[src/rtl/ram64x8_master_pkg.sv]
// Shared constants and state encoding for the 64x8 RAM bus initiator.
package ram64x8_master_pkg;

  localparam int DEF_ADDR_W  = 6;
  localparam int DEF_DATA_W  = 8;
  localparam int DEF_LEN_W   = 3;
  localparam int DEF_RD_WAIT = 1;
  localparam int RAM_DEPTH   = 64;

  typedef logic [2:0] state_t;

  localparam state_t ST_IDLE    = 3'd0;
  localparam state_t ST_WDATA   = 3'd1;
  localparam state_t ST_WSTROBE = 3'd2;
  localparam state_t ST_RSTROBE = 3'd3;
  localparam state_t ST_RRESP   = 3'd4;

endpackage

[src/rtl/ram64x8_master_if.sv]
// Datapath handshakes plus RAM pins of the 64x8 RAM initiator.
interface ram64x8_master_if;
  import ram64x8_master_pkg::*;

  logic                  req_valid;
  logic                  req_ready;
  logic                  req_we;
  logic [DEF_ADDR_W-1:0] req_addr;
  logic [DEF_LEN_W-1:0]  req_len;
  logic                  wr_valid;
  logic                  wr_ready;
  logic [DEF_DATA_W-1:0] wr_data;
  logic                  rd_valid;
  logic                  rd_ready;
  logic [DEF_DATA_W-1:0] rd_data;
  logic                  ram_cs;
  logic                  ram_rw;
  logic [DEF_ADDR_W-1:0] ram_addr;
  logic [DEF_DATA_W-1:0] ram_wdata;
  logic [DEF_DATA_W-1:0] ram_rdata;

  modport master (
    input  req_valid, req_we, req_addr, req_len, wr_valid, wr_data, rd_ready, ram_rdata,
    output req_ready, wr_ready, rd_valid, rd_data, ram_cs, ram_rw, ram_addr, ram_wdata
  );

  modport slave (
    output req_valid, req_we, req_addr, req_len, wr_valid, wr_data, rd_ready, ram_rdata,
    input  req_ready, wr_ready, rd_valid, rd_data, ram_cs, ram_rw, ram_addr, ram_wdata
  );

endinterface

[src/rtl/ram64x8_master_addr_gen.sv]
// RAM address register and remaining-beat counter for one request.
// Burst length honoured only when RAM_MASTER_BURST_EN is defined.
module ram_addr_gen
  import ram64x8_master_pkg::*;
#(
  parameter int ADDR_W = DEF_ADDR_W,
  parameter int LEN_W  = DEF_LEN_W
) (
  input  logic              clk,
  input  logic              rst_n,
  input  logic              load,
  input  logic              step,
  input  logic [ADDR_W-1:0] start_addr,
  input  logic [LEN_W-1:0]  len,
  output logic [ADDR_W-1:0] addr,
  output logic              last
);

  logic [ADDR_W-1:0] addr_r;
  logic [LEN_W-1:0]  beats_left_r;
  logic [LEN_W-1:0]  len_eff_s;

`ifdef RAM_MASTER_BURST_EN
  assign len_eff_s = len;
`else
  // Single-beat build: the length field is deliberately dropped.
  logic unused_len_s;
  assign unused_len_s = ^len;
  assign len_eff_s    = {LEN_W{1'b0}};
`endif

  // Address and beat counter: load on acceptance, advance between beats.
  always_ff @(posedge clk or negedge rst_n) begin
    if (!rst_n) begin
      addr_r       <= {ADDR_W{1'b0}};
      beats_left_r <= {LEN_W{1'b0}};
    end else if (load) begin
      addr_r       <= start_addr;
      beats_left_r <= len_eff_s;
    end else if (step) begin
      addr_r       <= addr_r + ADDR_W'(1'b1);
      beats_left_r <= beats_left_r - LEN_W'(1'b1);
    end else begin
      addr_r       <= addr_r;
      beats_left_r <= beats_left_r;
    end
  end

  assign addr = addr_r;
  assign last = (beats_left_r == {LEN_W{1'b0}});

endmodule

[src/rtl/ram64x8_master.sv]
// Bus initiator for the 64x8 single-port RAM: sequences chip-select and
// read/write strobes from request, write-data and read-response handshakes.
module ram64x8_master
  import ram64x8_master_pkg::*;
#(
  parameter int ADDR_W  = DEF_ADDR_W,
  parameter int DATA_W  = DEF_DATA_W,
  parameter int LEN_W   = DEF_LEN_W,
  parameter int RD_WAIT = DEF_RD_WAIT
) (
  input  logic                 clk,
  input  logic                 rst_n,
  ram64x8_master_if.master     bus
);

  localparam int                WAIT_W    = (RD_WAIT > 1) ? $clog2(RD_WAIT) : 1;
  localparam logic [WAIT_W-1:0] WAIT_LAST = WAIT_W'(RD_WAIT - 1);

  state_t              state_r;
  state_t              next_s;
  logic                load_s;
  logic                step_s;
  logic                last_s;
  logic                wait_done_s;
  logic [WAIT_W-1:0]   wait_cnt_r;
  logic [DATA_W-1:0]   wdata_r;
  logic [DATA_W-1:0]   rdata_r;
  logic [ADDR_W-1:0]   addr_s;

  ram_addr_gen #(
    .ADDR_W (ADDR_W),
    .LEN_W  (LEN_W)
  ) u_addr_gen (
    .clk        (clk),
    .rst_n      (rst_n),
    .load       (load_s),
    .step       (step_s),
    .start_addr (bus.req_addr),
    .len        (bus.req_len),
    .addr       (addr_s),
    .last       (last_s)
  );

  assign wait_done_s = (wait_cnt_r == WAIT_LAST);

  // Next-state decode plus address-generator controls.
  always_comb begin
    next_s = state_r;
    load_s = 1'b0;
    step_s = 1'b0;
    case (state_r)
      ST_IDLE: begin
        if (bus.req_valid) begin
          load_s = 1'b1;
          next_s = bus.req_we ? ST_WDATA : ST_RSTROBE;
        end else begin
          next_s = ST_IDLE;
        end
      end
      ST_WDATA: begin
        if (bus.wr_valid) next_s = ST_WSTROBE;
        else              next_s = ST_WDATA;
      end
      ST_WSTROBE: begin
        if (last_s) begin
          next_s = ST_IDLE;
        end else begin
          step_s = 1'b1;
          next_s = ST_WDATA;
        end
      end
      ST_RSTROBE: begin
        if (wait_done_s) next_s = ST_RRESP;
        else             next_s = ST_RSTROBE;
      end
      ST_RRESP: begin
        if (!bus.rd_ready) begin
          next_s = ST_RRESP;
        end else if (last_s) begin
          next_s = ST_IDLE;
        end else begin
          step_s = 1'b1;
          next_s = ST_RSTROBE;
        end
      end
      default: next_s = ST_IDLE;
    endcase
  end

  // State, read-strobe timer and data registers.
  always_ff @(posedge clk or negedge rst_n) begin
    if (!rst_n) begin
      state_r    <= ST_IDLE;
      wait_cnt_r <= {WAIT_W{1'b0}};
      wdata_r    <= {DATA_W{1'b0}};
      rdata_r    <= {DATA_W{1'b0}};
    end else begin
      state_r <= next_s;
      if (state_r == ST_RSTROBE && !wait_done_s) wait_cnt_r <= wait_cnt_r + WAIT_W'(1'b1);
      else                                       wait_cnt_r <= {WAIT_W{1'b0}};
      if (state_r == ST_WDATA && bus.wr_valid)   wdata_r <= bus.wr_data;
      else                                       wdata_r <= wdata_r;
      // Capture at the end of the final strobe cycle; held through RRESP.
      if (state_r == ST_RSTROBE && wait_done_s)  rdata_r <= bus.ram_rdata;
      else                                       rdata_r <= rdata_r;
    end
  end

  assign bus.ram_cs    = (state_r == ST_WSTROBE) || (state_r == ST_RSTROBE);
  assign bus.ram_rw    = (state_r == ST_WSTROBE);
  assign bus.req_ready = (state_r == ST_IDLE);
  assign bus.wr_ready  = (state_r == ST_WDATA);
  assign bus.rd_valid  = (state_r == ST_RRESP);
  assign bus.ram_addr  = addr_s;
  assign bus.ram_wdata = wdata_r;
  assign bus.rd_data   = rdata_r;

endmodule

[src/flat_wrapper.sv]
// flat-port wrapper written by rule: the top's interface ports become plain ports
module ram64x8_master_flat import ram64x8_master_pkg::*;
#(
  parameter int ADDR_W  = DEF_ADDR_W,
  parameter int DATA_W  = DEF_DATA_W,
  parameter int LEN_W   = DEF_LEN_W,
  parameter int RD_WAIT = DEF_RD_WAIT
)
  (clk, rst_n, bus_req_valid, bus_req_we, bus_req_addr, bus_req_len, bus_wr_valid, bus_wr_data, bus_rd_ready, bus_ram_rdata, bus_req_ready, bus_wr_ready, bus_rd_valid, bus_rd_data, bus_ram_cs, bus_ram_rw, bus_ram_addr, bus_ram_wdata);
  ram64x8_master_if bus_i ();
  input  logic clk;
  input  logic rst_n;
  input wire logic [$bits(bus_i.req_valid)-1:0] bus_req_valid;
  input wire logic [$bits(bus_i.req_we)-1:0] bus_req_we;
  input wire logic [$bits(bus_i.req_addr)-1:0] bus_req_addr;
  input wire logic [$bits(bus_i.req_len)-1:0] bus_req_len;
  input wire logic [$bits(bus_i.wr_valid)-1:0] bus_wr_valid;
  input wire logic [$bits(bus_i.wr_data)-1:0] bus_wr_data;
  input wire logic [$bits(bus_i.rd_ready)-1:0] bus_rd_ready;
  input wire logic [$bits(bus_i.ram_rdata)-1:0] bus_ram_rdata;
  output wire logic [$bits(bus_i.req_ready)-1:0] bus_req_ready;
  output wire logic [$bits(bus_i.wr_ready)-1:0] bus_wr_ready;
  output wire logic [$bits(bus_i.rd_valid)-1:0] bus_rd_valid;
  output wire logic [$bits(bus_i.rd_data)-1:0] bus_rd_data;
  output wire logic [$bits(bus_i.ram_cs)-1:0] bus_ram_cs;
  output wire logic [$bits(bus_i.ram_rw)-1:0] bus_ram_rw;
  output wire logic [$bits(bus_i.ram_addr)-1:0] bus_ram_addr;
  output wire logic [$bits(bus_i.ram_wdata)-1:0] bus_ram_wdata;
  assign bus_i.req_valid = bus_req_valid;
  assign bus_i.req_we = bus_req_we;
  assign bus_i.req_addr = bus_req_addr;
  assign bus_i.req_len = bus_req_len;
  assign bus_i.wr_valid = bus_wr_valid;
  assign bus_i.wr_data = bus_wr_data;
  assign bus_i.rd_ready = bus_rd_ready;
  assign bus_i.ram_rdata = bus_ram_rdata;
  assign bus_req_ready = bus_i.req_ready;
  assign bus_wr_ready = bus_i.wr_ready;
  assign bus_rd_valid = bus_i.rd_valid;
  assign bus_rd_data = bus_i.rd_data;
  assign bus_ram_cs = bus_i.ram_cs;
  assign bus_ram_rw = bus_i.ram_rw;
  assign bus_ram_addr = bus_i.ram_addr;
  assign bus_ram_wdata = bus_i.ram_wdata;
  ram64x8_master #(.ADDR_W(ADDR_W), .DATA_W(DATA_W), .LEN_W(LEN_W), .RD_WAIT(RD_WAIT)) u_core (.clk(clk), .rst_n(rst_n), .bus(bus_i));
endmodule
[config.mk]
export PLATFORM = sky130hd
export DESIGN_NAME = ram64x8_master_flat
export DESIGN_NICKNAME = d
export VERILOG_FILES = /design/src/rtl/ram64x8_master_pkg.sv /design/src/rtl/ram64x8_master_if.sv /design/src/rtl/ram64x8_master_addr_gen.sv /design/src/rtl/ram64x8_master.sv /design/src/flat_wrapper.sv
export SDC_FILE = /design/constraint.sdc
export NUM_CORES = 1
export LEC_CHECK = 0
export CAP_MARGIN = 5
export CORE_MARGIN = 8
export CORE_UTILIZATION = 45
export CTS_CLUSTER_DIAMETER = 120
export DETAILED_ROUTE_END_ITERATION = 7
export PLACE_DENSITY = 0.9
export SETUP_SLACK_MARGIN = 0.05
export SKIP_LAST_GASP = 1
export SLEW_MARGIN = 15
export SYNTH_ARGS = -nofsm -noshare
export SYNTH_HDL_FRONTEND = slang
export SYNTH_HIERARCHICAL = 1
export SYNTH_SLANG_ARGS = --single-unit
[constraint.sdc]
create_clock -name clk -period 3.2 [get_ports clk]
set_input_delay 0.64 -clock clk [delete_from_list [all_inputs] [get_ports clk]]
set_output_delay 0.64 -clock clk [all_outputs]
set_load 0.005 [all_outputs]
==> metrics.yaml, run 1 <==
synth_enable_flop_cells: 0
hold_violations: 0
min_from: "u_core/bus.ram_wdata[2]"
rows: 20
cts-root-buf: "clkbuf_4"
synth_xor_area_frac: 0.03839
die_w_um: 71.15
htreeDepth: 2
crit_arrival_ns: 1.70
first_iter_violations: 31
layout.nets: 204
grt_pass1_wl_mm: 5.575
synthFlopType: "dfrtp_1"
finalWorstSetupSlack_ns: 0.8551
ir_drop_uv: 483.4
viasPerCell: 5.181
rsz0062_at_grt: "no"
max_freq_ghz: 0.4265
clockBufferDepth: 2
ioPinCount: 58
period_needed_ns: 2.345
area.growth.synth_to_final_pct: 44.79
status: "finished, final reports clean"
maxCapViolations: 0
crit_slowest_cell: "clkdlybuf4s50_1"
fin_setup_tns_ns: 0
crit_start: "u_core/state_r[1]"
chipHeight_um: 71.15
r2r_cells: 6
synth_compound_area_frac: 0.07404
critical_path_required_ns: 2.56
antenna_found_initial: 0
r2r_slack_ns: 1.15
leakagePower_nw: 0.8225
numCtsBuffers: 5
synth_mux_area_frac: 0.1389
dp_hpwl_mm: 2.553
portBuffers: 54
synth_top_family_by_area: "simple AND/OR/NAND/NOR gates"
grtUsageTotal: 0.1419
n_antenna_cell: 0
grt-ovfl-total: 0
vias: 1057
gp_congestion: 0.7672
synthAdderAreaFrac: 0.02742
coreArea_mm2: 0.002978
cts_resized: 0
post_cts_buffers: 0
slew_headroom: 0.6589
syn_inst: 112
cts.reportedPaths.clkPinSlew_ns: 0.09
min_to: "u_core/bus.ram_wdata[2]"
min_path_cells: 1
synth-async-reset-ratio: 1.000
setup_viol_count_final: 0
syn_nets: 146
ys_seq_area_frac: 0.5302
clkLatencyLatePin_ns: 0.32
place_ws_ns: 0.6785
r2r-end: "u_core/u_addr_gen/addr[4]"
startpoint_type: "register"
grt_max_degree: 30
maxSlewViolCount: 0
dieArea_mm2: 0.005062
wl_per_cell_um: 16.09
initial_core_util: 0.4597
endpoint_kind: "output port"
cts_tree: "yes"
grt_pass1_vias: 1188
regToRegStartpoint: "u_core/state_r[1]"
powerDensity_mw_per_mm2: 873.8
routed_wl_mm: 3.282
crit_fanout: 10
drc: 0
tightest_slew_ns: 0.5086
yosysUniqueCellTypes: 36
cts_hold_buf: 0
worstSetupPathType: "register to output port"
path_cells: "nor3b_1 > clkdlybuf4s50_1"
drive_gt1_frac: 0.1813
slowest_delay_ns: 0.55
netlist_area_mm2: 0.001369
firstDrtPassIters: 4
post-route-period-util: 0.7328
synth_area_per_cell_um2: 12.22
hold_path_class: "register to register"
finClkSkew_ns: 0.008512
ys_seq_elements: 29
synth-simple-area-share: 0.1408
yosys_warnings: 6
cts_sinks: 29
ant_nets: 0
[placed cells by master (no fill, tap or decap), types with 2 or more instances in the layout]
| cell | instances |
|---|---|
| clkdlybuf4s50_1 | 54 |
| dfrtp_1 | 29 |
| mux2_2 | 16 |
| nand2_1 | 8 |
| inv_1 | 6 |
| o21ai_0 | 6 |
| clkbuf_4 | 5 |
| nor2_1 | 5 |
| xor2_1 | 4 |
| nand2b_1 | 3 |
| buf_4 | 3 |
| ha_1 | 3 |
| clkinv_2 | 2 |
| nor3_1 | 2 |
| a211oi_1 | 2 |
| xnor2_1 | 2 |
[power by group]
| part | switching (mW) | leakage (nW) | total (mW) | internal (mW) |
|---|---|---|---|---|
| combinational | 0.295 | 0.438 | 0.832 | 0.537 |
| clock | 0.119 | 0.0320 | 0.203 | 0.0835 |
| sequential | 0.158 | 0.352 | 0.696 | 0.538 |
| total | 0.573 | 0.823 | 1.73 | 1.16 |
[metrics by stage]
stage / instances / instance area (um2) / hold WS (ns) / utilization / power, mW
after floorplan: 112 / 1369 / 0.3444 / - / 1.077
after global placement: 196 / 1931 / 0.4906 / 0.6483 / 1.489
after detailed placement: 196 / 1931 / 0.4954 / 0.6483 / 1.546
after CTS: 204 / 1982 / 0.5153 / 0.6655 / 1.764
after global routing: 204 / 1982 / 0.5305 / 0.6655 / 1.868
final: 204 / 1982 / 0.5121 / 0.6655 / 1.732
[Yosys cell counts, types with 2 or more instances]
| library cell | instances | area [um2] |
|---|---|---|
| nand2_1 | 8 | 30.03 |
| nor2_1 | 5 | 18.77 |
| clkbuf_1 | 2 | 7.510 |
| buf_6 | 2 | 22.52 |
| nand2b_1 | 3 | 18.77 |
| ha_1 | 3 | 37.54 |
| a211oi_1 | 2 | 15.01 |
| xor2_1 | 4 | 35.03 |
| o21ai_0 | 6 | 30.03 |
| mux2_2 | 16 | 180.2 |
| nor3_1 | 2 | 10.01 |
| xnor2_1 | 2 | 17.52 |
| inv_1 | 6 | 22.52 |
| dfrtp_1 | 29 | 725.7 |
[cell type report]
class,count,area [um2]
Fill cell,233,996.0
Clock buffer,6,41.29
Inverter,6,22.52
Multi-Input combinational cell,71,578.1
Timing Repair Buffer,57,563.0
Tap cell,33,41.29
Sequential cell,29,725.7
Clock inverter,2,10.01
[cell families (layout without fill, tap and decap cells)]
group,Yosys count,count (layout)
adder cells (fa/ha/maj),3,3
AND/OR/NAND/NOR,29,29
other,1,1
buffers and inverters,12,71
XOR/XNOR,6,6
flip-flops,29,29
multiplexers,17,17
AO/OA/AOI/OAI,15,15
[sequential cells by signal (all words and copies together), names as in the netlist]
signal	cells
u_core/bus.ram_wdata	8
u_core/u_addr_gen/beats_left_r	3
u_core/wait_cnt_r	1
u_core/u_addr_gen/addr	6
u_core/bus.rd_data	8
u_core/state_r	3
[critical path, delay by kind of cell, from the launching register on]
family,cells,cell delay (ns)
buffers and inverters,1,0.55
flip-flops,1,0.52
AND/OR/NAND/NOR,1,0.31
[worst max path at each step]
stage / to / slack, ns
finish: bus_rd_valid / 0.86
floorplan: u_core/u_addr_gen/addr[5] / 1.35
global route: bus_rd_valid / 0.73
CTS: bus_rd_valid / 0.83
detailed placement: u_core/u_addr_gen/addr[4] / 0.68
global placement: u_core/u_addr_gen/addr[5] / 0.73
[metal layers]
layer  track usage  part of all wire
met4       0.06236             0.019
met5             0                 0
met1        0.1368              0.38
met2        0.2398              0.50
met3       0.08192             0.096
Power figures use the tool's default switching activity.
==> inputs of run 2 (changes only) <==
--- a/config.mk
+++ b/config.mk
@@ -7,10 +7,10 @@
 export LEC_CHECK = 0
 export CAP_MARGIN = 5
 export CORE_MARGIN = 8
-export CORE_UTILIZATION = 45
+export CORE_UTILIZATION = 42
 export CTS_CLUSTER_DIAMETER = 120
 export DETAILED_ROUTE_END_ITERATION = 7
-export PLACE_DENSITY = 0.9
+export PLACE_DENSITY = 0.85
 export SETUP_SLACK_MARGIN = 0.05
 export SKIP_LAST_GASP = 1
 export SLEW_MARGIN = 15
==> constraint.sdc (replaced) <==
create_clock -name clk -period 2.4 [get_ports clk]
set_input_delay 0.48 -clock clk [delete_from_list [all_inputs] [get_ports clk]]
set_output_delay 0.48 -clock clk [all_outputs]
set_load 0.005 [all_outputs]
==> metrics.yaml, run 2 (synthesized netlist as in run 1, its figures left out) <==
first_iter_violations: 34  # +9.7%
clockBufferDepth: 2  # unchanged
fin_setup_tns_ns: 0  # unchanged
layout.nets: 204  # unchanged
slowest_delay_ns: 0.56  # about the same
dieArea_mm2: 0.005342  # +5.5%
cts_hold_buf: 0  # unchanged
met1_usage: 0.1337  # -0.003165
cts_sinks: 29  # unchanged
crit_arrival_ns: 1.73  # +0.03 ns
rows: 20  # unchanged
grt_max_degree: 30  # unchanged
crit_fanout: 10  # unchanged
clkLatencyLatePin_ns: 0.33  # about the same
path_cells: "nor3b_1 > clkdlybuf4s50_1"
drive_gt1_frac: 0.1871  # +0.005848
coreArea_mm2: 0.003078  # +3.4%
cts_tree: "yes"
cts_resized: 0  # unchanged
ir_drop_uv: 621.4  # +29%
worstSetupPathType: "register to output port"
period_needed_ns: 2.210
rsz0062_at_grt: "no"
wl_per_cell_um: 15.28  # -5.0%
final_common_cell: "clkdlybuf4s50_1"
critical_path_required_ns: 1.92  # -0.64 ns
viasPerCell: 4.898  # -5.5%
n_antenna_cell: 0  # unchanged
die_w_um: 73.09  # +2.7%
grt_pass1_wl_mm: 5.368  # -3.7%
gp_congestion: 0.8137  # +6.1%
cts-root-buf: "clkbuf_4"
initial_core_util: 0.4447  # -0.01495
portBuffers: 54  # unchanged
mostFrequentLayoutCells: "clkdlybuf4s50_1 (54), dfrtp_1 (29), mux2_2 (16)"
p_comb_frac: 0.464  # -0.017
cts.reportedPaths.clkPinSlew_ns: 0.09  # about the same
power_switching_share: 0.3230  # -0.007899
min_from: "u_core/bus.rd_data[3]"
setup_viol_count_final: 0  # unchanged
post_cts_buffers: 0  # unchanged
post-route-period-util: 0.9207
routed_wl_mm: 3.286  # +0.12%
ant_nets: 0  # unchanged
status: "finished, final reports clean"
max_freq_ghz: 0.4526
maxCapViolations: 0  # unchanged
drc: 0  # unchanged
use_met3: 0.1126  # +0.03072
ioPinCount: 58  # unchanged
grt-ovfl-total: 0  # unchanged
crit_start: "u_core/state_r[1]"
grtUsageTotal: 0.1350  # -0.006905
p_int_mw: 1.603  # +38%
seqPwrFrac: 0.392  # -0.010
finClkSkew_ns: 0.006934  # -0.001579 ns
crit_slowest_cell: "clkdlybuf4s50_1"
dp_hpwl_mm: 2.501  # -2.0%
grt_use_met2: 0.1956  # -0.04417
leakagePower_nw: 0.8318  # +1.1%
p_sw_uw: 764.7  # +33%
grt_pass1_vias: 1099  # -7.5%
clkPwrFrac: 0.144  # +0.027
chipHeight_um: 73.09  # +2.7%
firstDrtPassIters: 4  # unchanged
area.growth.synth_to_final_pct: 47.17
powerDensity_mw_per_mm2: 1175  # +34%
hold_violations: 0  # unchanged
vias: 1053  # -0.38%
htreeDepth: 2  # unchanged
maxSlewViolCount: 0  # unchanged
endpoint_kind: "output port"
startpoint_type: "register"
numCtsBuffers: 5  # unchanged
antenna_found_initial: 0  # unchanged
grt_busiest_layer: "met2"
regToRegStartpoint: "u_core/state_r[1]"
holdWs_ns: 0.5131  # +0.001060 ns
hold_path_class: "register to register"
run 2: cell types whose count changed in the layout (fill, tap and decap cells not counted):
| cell | delta |
|---|---|
| clkbuf_8 | +2 |
| clkbuf_1 | -1 |
| clkinv_2 | -1 |
run 2: power groups by stage:
| stage | Sequential, mW | Clock, mW | Combinational [mW] |
|---|---|---|---|
| 2_1_floorplan | 0.882 | 0 | 0.554 |
| 3_3_place_gp | 0.918 | 0 | 1.08 |
| 3_5_place_dp | 0.936 | 0 | 1.11 |
| 4_1_cts | 0.931 | 0.356 | 1.12 |
| 5_1_grt | 0.963 | 0.374 | 1.21 |
| 6_report | 0.928 | 0.341 | 1.10 |
run 2: final cells by class:
cell class / instances / area (um2)
inverter: 6 / 22.52
clock buffer: 7 / 65.06
timing repair buffer: 57 / 563.0
tap: 44 / 55.05
fill: 245 / 1064
multi-input combinational: 71 / 578.1
clock inverter: 1 / 5.005
sequential: 29 / 725.7
run 2: per-layer routing:
| layer | up-vias | wire length, um | part of all wire |
|---|---|---|---|
| li1 | 498 | - | - |
| met5 | - | 0 | 0 |
| met4 | 0 | 56 | 0.017 |
| met1 | 508 | 1268 | 0.39 |
| met2 | 43 | 1498 | 0.46 |
| met3 | 4 | 463 | 0.14 |
run 2: worst paths after layout:
path / end / slack, ns / cells after the start
max: bus_rd_valid / 0.19 / 2
max reg2reg: u_core/u_addr_gen/addr[5] / 0.45 / 6
min: u_core/bus.rd_data[3] / 0.51 / 1
min reg2reg: u_core/bus.rd_data[3] / 0.51 / 1
max in group asynchronous: u_core/bus.rd_data[4] / 1.61 / 2
min in group asynchronous: u_core/bus.ram_wdata[6] / 0.52 / 2
run 2: through the flow:
step | std cells | setup WS (ns) | total power [mW] | instance area [um2] | utilization
CTS | 215 | 0.1609 | 2.408 | 2014 | 0.6545
detailed placement | 207 | 0.1311 | 2.051 | 1944 | 0.6317
global placement | 207 | 0.1620 | 2.002 | 1944 | 0.6317
global route | 215 | 0.09572 | 2.550 | 2014 | 0.6545
floorplan | 112 | 0.5992 | 1.436 | 1369 | -
finish | 215 | 0.1903 | 2.367 | 2014 | 0.6545
run 2: worst max-delay path, delay by kind of cell, from the launching register on:
family,cells,cell delay (ns)
simple gates,1,0.32
flops,1,0.52
buf+inv,1,0.56
